===== config.mk =====
export PLATFORM = sky130hd
export DESIGN_NAME = cnn_stream
export DESIGN_NICKNAME = d
export VERILOG_FILES = /design/src/rtl/cnn_stream.sv
export SDC_FILE = /design/constraint.sdc
export NUM_CORES = 2
export LEC_CHECK = 0
export BUFFER_PORTS_ARGS = -buffer_cell sky130_fd_sc_hd__buf_2
export CAP_MARGIN = 30
export CELL_PAD_IN_SITES_DETAIL_PLACEMENT = 1
export CELL_PAD_IN_SITES_GLOBAL_PLACEMENT = 1
export CORE_MARGIN = 8
export CORE_UTILIZATION = 35
export DETAILED_ROUTE_END_ITERATION = 12
export PLACE_DENSITY = 0.68
export RECOVER_POWER = 100
export SYNTH_ARGS = -nofsm -noshare
export SYNTH_HDL_FRONTEND = slang
export SYNTH_SLANG_ARGS = --single-unit
export TNS_END_PERCENT = 30

===== constraint.sdc =====
create_clock -name clk -period 8.3 [get_ports clk]
set_input_delay 1.66 -clock clk [delete_from_list [all_inputs] [get_ports clk]]
set_output_delay 1.66 -clock clk [all_outputs]
set_load 0.01 [all_outputs]

===== src/rtl/cnn_stream.sv =====
// Streaming 3x3 "valid" convolution over an IMG_H x IMG_W raster frame.
// Result = saturate((sum of nine pixel*coef products) >> SHIFT) to OUT_W bits.
module cnn_stream #(
  parameter int DATA_W = 8,
  parameter int COEF_W = 8,
  parameter int OUT_W  = 8,
  parameter int IMG_W  = 9,
  parameter int IMG_H  = 9,
  parameter int SHIFT  = 8,
  parameter int B11 = 219, parameter int B12 = 181, parameter int B13 = 130,
  parameter int B21 = 201, parameter int B22 = 81,  parameter int B23 = 34,
  parameter int B31 = 63,  parameter int B32 = 11,  parameter int B33 = 199
) (
  input  logic              clk,
  input  logic              rst,
  input  logic [DATA_W-1:0] x,
  input  logic              x_valid,
  output logic              x_ready,
  input  logic              coef_we,
  input  logic [3:0]        coef_addr,
  input  logic [COEF_W-1:0] coef_data,
  output logic [OUT_W-1:0]  y,
  output logic              y_valid,
  input  logic              y_ready,
  output logic              busy,
  output logic              frame_done
);

  localparam int PROD_W = DATA_W + COEF_W;
  localparam int SUM_W  = PROD_W + 4;
  localparam int COL_W  = $clog2(IMG_W);
  localparam int ROW_W  = $clog2(IMG_H);

  // Handshake: a beat transfers on a rising edge where valid && ready. The whole
  // pipeline (window, counters, both stages) moves only when advance is high, so
  // a stalled result holds y and blocks new pixels until it is consumed.
  logic advance, accept, win_ok, last_px, coef_ok;

  logic [COL_W-1:0]  col_q, col_d;
  logic [ROW_W-1:0]  row_q, row_d;
  logic [COEF_W-1:0] coef_q [9];
  logic [DATA_W-1:0] lb0_q [IMG_W];
  logic [DATA_W-1:0] lb1_q [IMG_W];
  logic [DATA_W-1:0] win_q [9];
  logic [DATA_W-1:0] win_d [9];
  logic [PROD_W-1:0] prod_q [9];
  logic [PROD_W-1:0] prod_d [9];
  logic              s1_valid_q, s1_last_q, y_valid_q, y_last_q;
  logic [OUT_W-1:0]  y_q, y_d;
  logic [SUM_W-1:0]  sum, sum_sh;

  assign advance    = !y_valid_q || y_ready;
  assign accept     = x_valid && advance;
  assign win_ok     = (row_q >= ROW_W'(2)) && (col_q >= COL_W'(2));
  assign last_px    = (row_q == ROW_W'(IMG_H - 1)) && (col_q == COL_W'(IMG_W - 1));
  assign busy       = (row_q != '0) || (col_q != '0) || s1_valid_q || y_valid_q;
  assign coef_ok    = coef_we && !busy && (coef_addr < 4'd9);
  assign x_ready    = advance;
  assign y          = y_q;
  assign y_valid    = y_valid_q;
  assign frame_done = y_valid_q && y_ready && y_last_q;

  always_comb begin
    col_d = col_q;
    row_d = row_q;
    if (accept) begin
      if (col_q == COL_W'(IMG_W - 1)) begin
        col_d = '0;
        row_d = (row_q == ROW_W'(IMG_H - 1)) ? '0 : row_q + ROW_W'(1);
      end else begin
        col_d = col_q + COL_W'(1);
      end
    end
  end

  // Window rows are oldest line (top) to incoming line (bottom); column 2 is newest.
  always_comb begin
    for (int r = 0; r < 3; r++) begin
      win_d[r*3]     = win_q[r*3+1];
      win_d[r*3+1]   = win_q[r*3+2];
      win_d[r*3+2]   = '0;
    end
    win_d[2] = lb0_q[col_q];
    win_d[5] = lb1_q[col_q];
    win_d[8] = x;
    for (int i = 0; i < 9; i++) begin
      prod_d[i] = PROD_W'(win_d[i]) * PROD_W'(coef_q[i]);
    end
  end

  always_comb begin
    sum = '0;
    for (int i = 0; i < 9; i++) begin
      sum = sum + SUM_W'(prod_q[i]);
    end
    sum_sh = sum >> SHIFT;
    y_d    = (|sum_sh[SUM_W-1:OUT_W]) ? '1 : sum_sh[OUT_W-1:0];
  end

  always_ff @(posedge clk or negedge rst) begin
    if (!rst) begin
      col_q      <= '0;
      row_q      <= '0;
      s1_valid_q <= 1'b0;
      s1_last_q  <= 1'b0;
      y_valid_q  <= 1'b0;
      y_last_q   <= 1'b0;
      y_q        <= '0;
      coef_q[0]  <= COEF_W'(B11);
      coef_q[1]  <= COEF_W'(B12);
      coef_q[2]  <= COEF_W'(B13);
      coef_q[3]  <= COEF_W'(B21);
      coef_q[4]  <= COEF_W'(B22);
      coef_q[5]  <= COEF_W'(B23);
      coef_q[6]  <= COEF_W'(B31);
      coef_q[7]  <= COEF_W'(B32);
      coef_q[8]  <= COEF_W'(B33);
    end else begin
      col_q <= col_d;
      row_q <= row_d;
      if (advance) begin
        s1_valid_q <= accept && win_ok;
        s1_last_q  <= accept && last_px;
        y_valid_q  <= s1_valid_q;
        y_last_q   <= s1_last_q;
        if (s1_valid_q) y_q <= y_d;
      end
      if (coef_ok) coef_q[coef_addr] <= coef_data;
    end
  end

  // Data-only storage; its contents are qualified by the counters and valid bits.
  always_ff @(posedge clk) begin
    if (accept) begin
      lb0_q[col_q] <= lb1_q[col_q];
      lb1_q[col_q] <= x;
      win_q        <= win_d;
      prod_q       <= prod_d;
    end
  end

endmodule


==> impl_metrics.toml <==
[status]
status = "complete, but fails checks"
violations = "max-capacitance violations, max-slew violations"

[clocking]
clock_sinks = 428
clk_pin_slew_ns = 0.06
cts_buffers = 52
cts_max_level = 2
post_cts_resize_count = 0
cts_max_path_buffers = 3
clock_latency_ns = 0.62
post-cts-setup-buffer-count = 0
cts_tree = "yes"
cts_hold_buf = 0
cts-root-buf = "clkbuf_16"

[synthesis]
synth_xor_area_share_pct = 1.91
synth_edf_count = 336
netlist_instances = 3125
syn_avg_cell_area_um2 = 11.6
synthSimpleGateAreaFrac_pct = 11.1
yosys_warnings = 0
synthAdderAreaFrac_pct = 36.0
synth_top_family_by_area = "adder cells"
ys_seq_area_share_pct = 34.3
ys_ff_latch = 428
ys_types = 57
async_flop_share_pct = 21.5
synth_fp_nets = 3932
syn_area_um2 = 36200
synth_compound_area_share_pct = 5.73
yosys-mux-area-fraction_pct = 4.38
synthFlopType = "edfxtp_1"

[critical_path]
cpLargestDelayFamily = "adder cells"
end_kind = "register"
worstReg2RegEnd = "prod_q[111]$_DFFE_PP_"
cp-startpoint = "col_q[0]$_DFFE_PN0P_"
cp.depth = 21
cp.arrival_ns = 7.81
path_max_fanout = 17
crit_required_ns = 8.67
crit_buf_inv = 6
crit_path_end = "prod_q[111]$_DFFE_PP_"
slowest_delay_ns = 0.90
r2r_slack_ns = 0.86
path_class = "register to register"
slowest_stage = "clkbuf_1"
start_kind = "register"
r2r-start = "col_q[0]$_DFFE_PN0P_"
crit_chain = "clkbuf_1 -> mux4_2 -> a221oi_1 -> clkbuf_1 -> inv_1 -> nand2_1 -> fa_1 -> fa_1 -> inv_1 -> fa_1 -> inv_1 -> fa_1 -> inv_1 -> ha_1 -> o21a_1 -> o31a_1 -> o31a_1 -> o211ai_1 -> a21boi_0 -> o41ai_1 -> xnor2_1"
reg2reg_depth = 21

[sta]
finalHoldViolations = 0
rsz0062_at_grt = "false"
max_freq_ghz = 0.134
worst_pin_slew_ns = 5.14
slew_headroom_pct = -243
min_period_ns = 7.44
drv_slew = 228
tns_ns = 0
finalSetupViolations = 0
fin_crit_sh_pct = 89.7
hold_slack_ns = 0.509
fin_skew_ns = 0.0420

[final_layout]
layout-drive-gt1-share_pct = 7.46
multi_input_area_um2 = 21300
fillers = 11200
area_delta_synth_final_pct = 9.87
num-nets-final = 4008
final_area_um2 = 39800
regArea_um2 = 12400
fin_cells = 4626

[grt]
grt_pass1_wl_um = 149000
grt_max_degree = 127
grt_usage_pct = 16.8
grt_pass1_vias = 25700
antenna_found_initial = 8
gr-total-overflow = 0

[hold_path]
hp-class = "register to register"

[routing]
drcViolationCount = 0
wl_per_cell_um = 20.3
routed_via_density = 4.92
dr.pass1.iters = 5
vias = 22800
ant_nets = 0
drtIter0Drc = 1253
wirelength_um = 94000

[floorplanning]
die-area_um2 = 114000
num_rows = 118
die_w_um = 338
core_area_um2 = 103000
die_height_um = 338
ioPinCount = 37
start_util_pct = 35.2

[pwr]
ir_drop_uv = 514
p_sw_share_pct = 42.6
intPower_uw = 6300
seqPwrFrac_pct = 30.6
p_comb_share_pct = 48.0
clock_power_share_pct = 21.4
p_switching_uw = 4680
powerDensity_nw_per_um2 = 276
p_leak_uw = 0.0186

[placement]
globalplace.congestion = 0.838
post-place-cells = 4517
post-dp-hpwl_um = 70500
port_buffers = 36
placed_area_um2 = 38100

[flow_run]
drv_cap = 5
-- kinds of logic (layout without fill, tap and decap cells) --
group | count (synthesis) | count (layout)
buf+inv | 630 | 750
other cells | 0 | 1
fa+ha+maj | 782 | 782
flops | 428 | 428
xor+xnor | 79 | 79
simple gates | 770 | 770
mux | 123 | 123
compound gates | 313 | 313
-- layer usage --
layer,global-route usage [%],up-vias,part of all wire (%)
li1,-,10400,-
met1,22.6,11900,45
met2,28.6,338,48
met3,2.05,127,3.7
met4,4.68,2,3.0
met5,0,-,0.015
-- power groups by stage --
stage | registers [uW] | logic (uW) | clock network, uW
after floorplan | 3090 | 3660 | 0
after global placement | 3380 | 5070 | 0
after detailed placement | 3380 | 5270 | 0
after CTS | 3350 | 5320 | 2410
after global routing | 3410 | 5860 | 2470
final | 3360 | 5270 | 2350
-- cell type report --
class                      count  area share, %
antenna                        1        0.00629
clock buffer                  70           3.64
clock inverter                28          0.814
inverter                     587           5.54
multi-input combinational   2067           53.6
sequential                   428           31.2
tap                         1380           4.34
timing repair buffer          65          0.780
-- layout by cell type (no fill, tap or decap), types with 13 or more instances in the layout --
cell type / synthesis / routed
nor2b_1: 121 / 121
inv_1: 587 / 587
a21oi_1: 90 / 90
o31a_1: 14 / 14
mux2i_1: 27 / 27
and2_1: 247 / 210
mux4_2: 21 / 21
buf_2: 4 / 15
nor3_1: 21 / 23
and2_0: 0 / 37
nor2_1: 91 / 92
mux2_2: 75 / 71
o21a_1: 56 / 56
a21o_1: 13 / 13
nand2_1: 244 / 244
xor2_1: 21 / 21
ha_1: 349 / 349
o21ai_0: 53 / 53
fa_1: 433 / 433
xnor2_1: 58 / 58
clkbuf_1: 35 / 53
edfxtp_1: 336 / 336
dfstp_2: 36 / 34
clkbuf_16: 0 / 53
dfrtp_1: 56 / 56
-- sequential cells by signal, indices dropped and copies added, names as in the netlist --
| register | cells |
|---|---|
| y | 8 |
| row_q | 4 |
| y_valid | 1 |
| prod_q | 144 |
| lb0_q | 72 |
| s1_valid_q | 1 |
| coef_q | 72 |
| s1_last_q | 1 |
| y_last_q | 1 |
| col_q | 4 |
| lb1_q | 72 |
| win_d | 48 |
-- cells in the mapped netlist, types with 13 or more instances --
library cell / number / area (um2)
nor3_1: 21 / 105
ha_1: 349 / 4370
inv_1: 587 / 2200
a21oi_1: 90 / 450
mux2i_1: 27 / 270
clkbuf_1: 35 / 131
and2_1: 247 / 1550
mux4_2: 21 / 473
dfstp_2: 36 / 946
o21a_1: 56 / 420
dfrtp_1: 56 / 1400
o31a_1: 14 / 123
mux2_2: 75 / 845
o21ai_0: 53 / 265
xnor2_1: 58 / 508
nand2_1: 244 / 916
a21o_1: 13 / 97.6
nor2_1: 91 / 342
xor2_1: 21 / 184
fa_1: 433 / 8670
edfxtp_1: 336 / 10100
nor2b_1: 121 / 757
-- tightest hold or removal path, cell delays in order, from the launching register on --
cell,delay [ns]
dfrtp_1,0.36
inv_1,0.06
nand2_1,0.06
-- stage by stage --
step | util [%] | worst slack (ns) | power [uW]
detailed placement | 37.0 | 0.996 | 8650
finish | 38.6 | 0.856 | 11000
CTS | 38.7 | 0.846 | 11100
global placement | 37.0 | 1.37 | 8450
global route | 38.6 | 0.426 | 11700
floorplan | - | 2.15 | 6750
-- worst min-delay path by stage --
stage,from,to,cells after the start
floorplan,win_d[13]$_DFFE_PP_,win_d[21]$_DFFE_PP_,0
CTS,s1_last_q$_DFFE_PN0N_,y_last_q$_DFFE_PN0N_,1
global route,s1_last_q$_DFFE_PN0N_,y_last_q$_DFFE_PN0N_,1
detailed placement,s1_last_q$_DFFE_PN0N_,y_last_q$_DFFE_PN0N_,1
finish,s1_valid_q$_DFFE_PN0N_,y_valid$_DFFE_PN0N_,2
global placement,s1_last_q$_DFFE_PN0N_,y_last_q$_DFFE_PN0N_,1
Note: power is estimated with default switching activity, not from simulation.
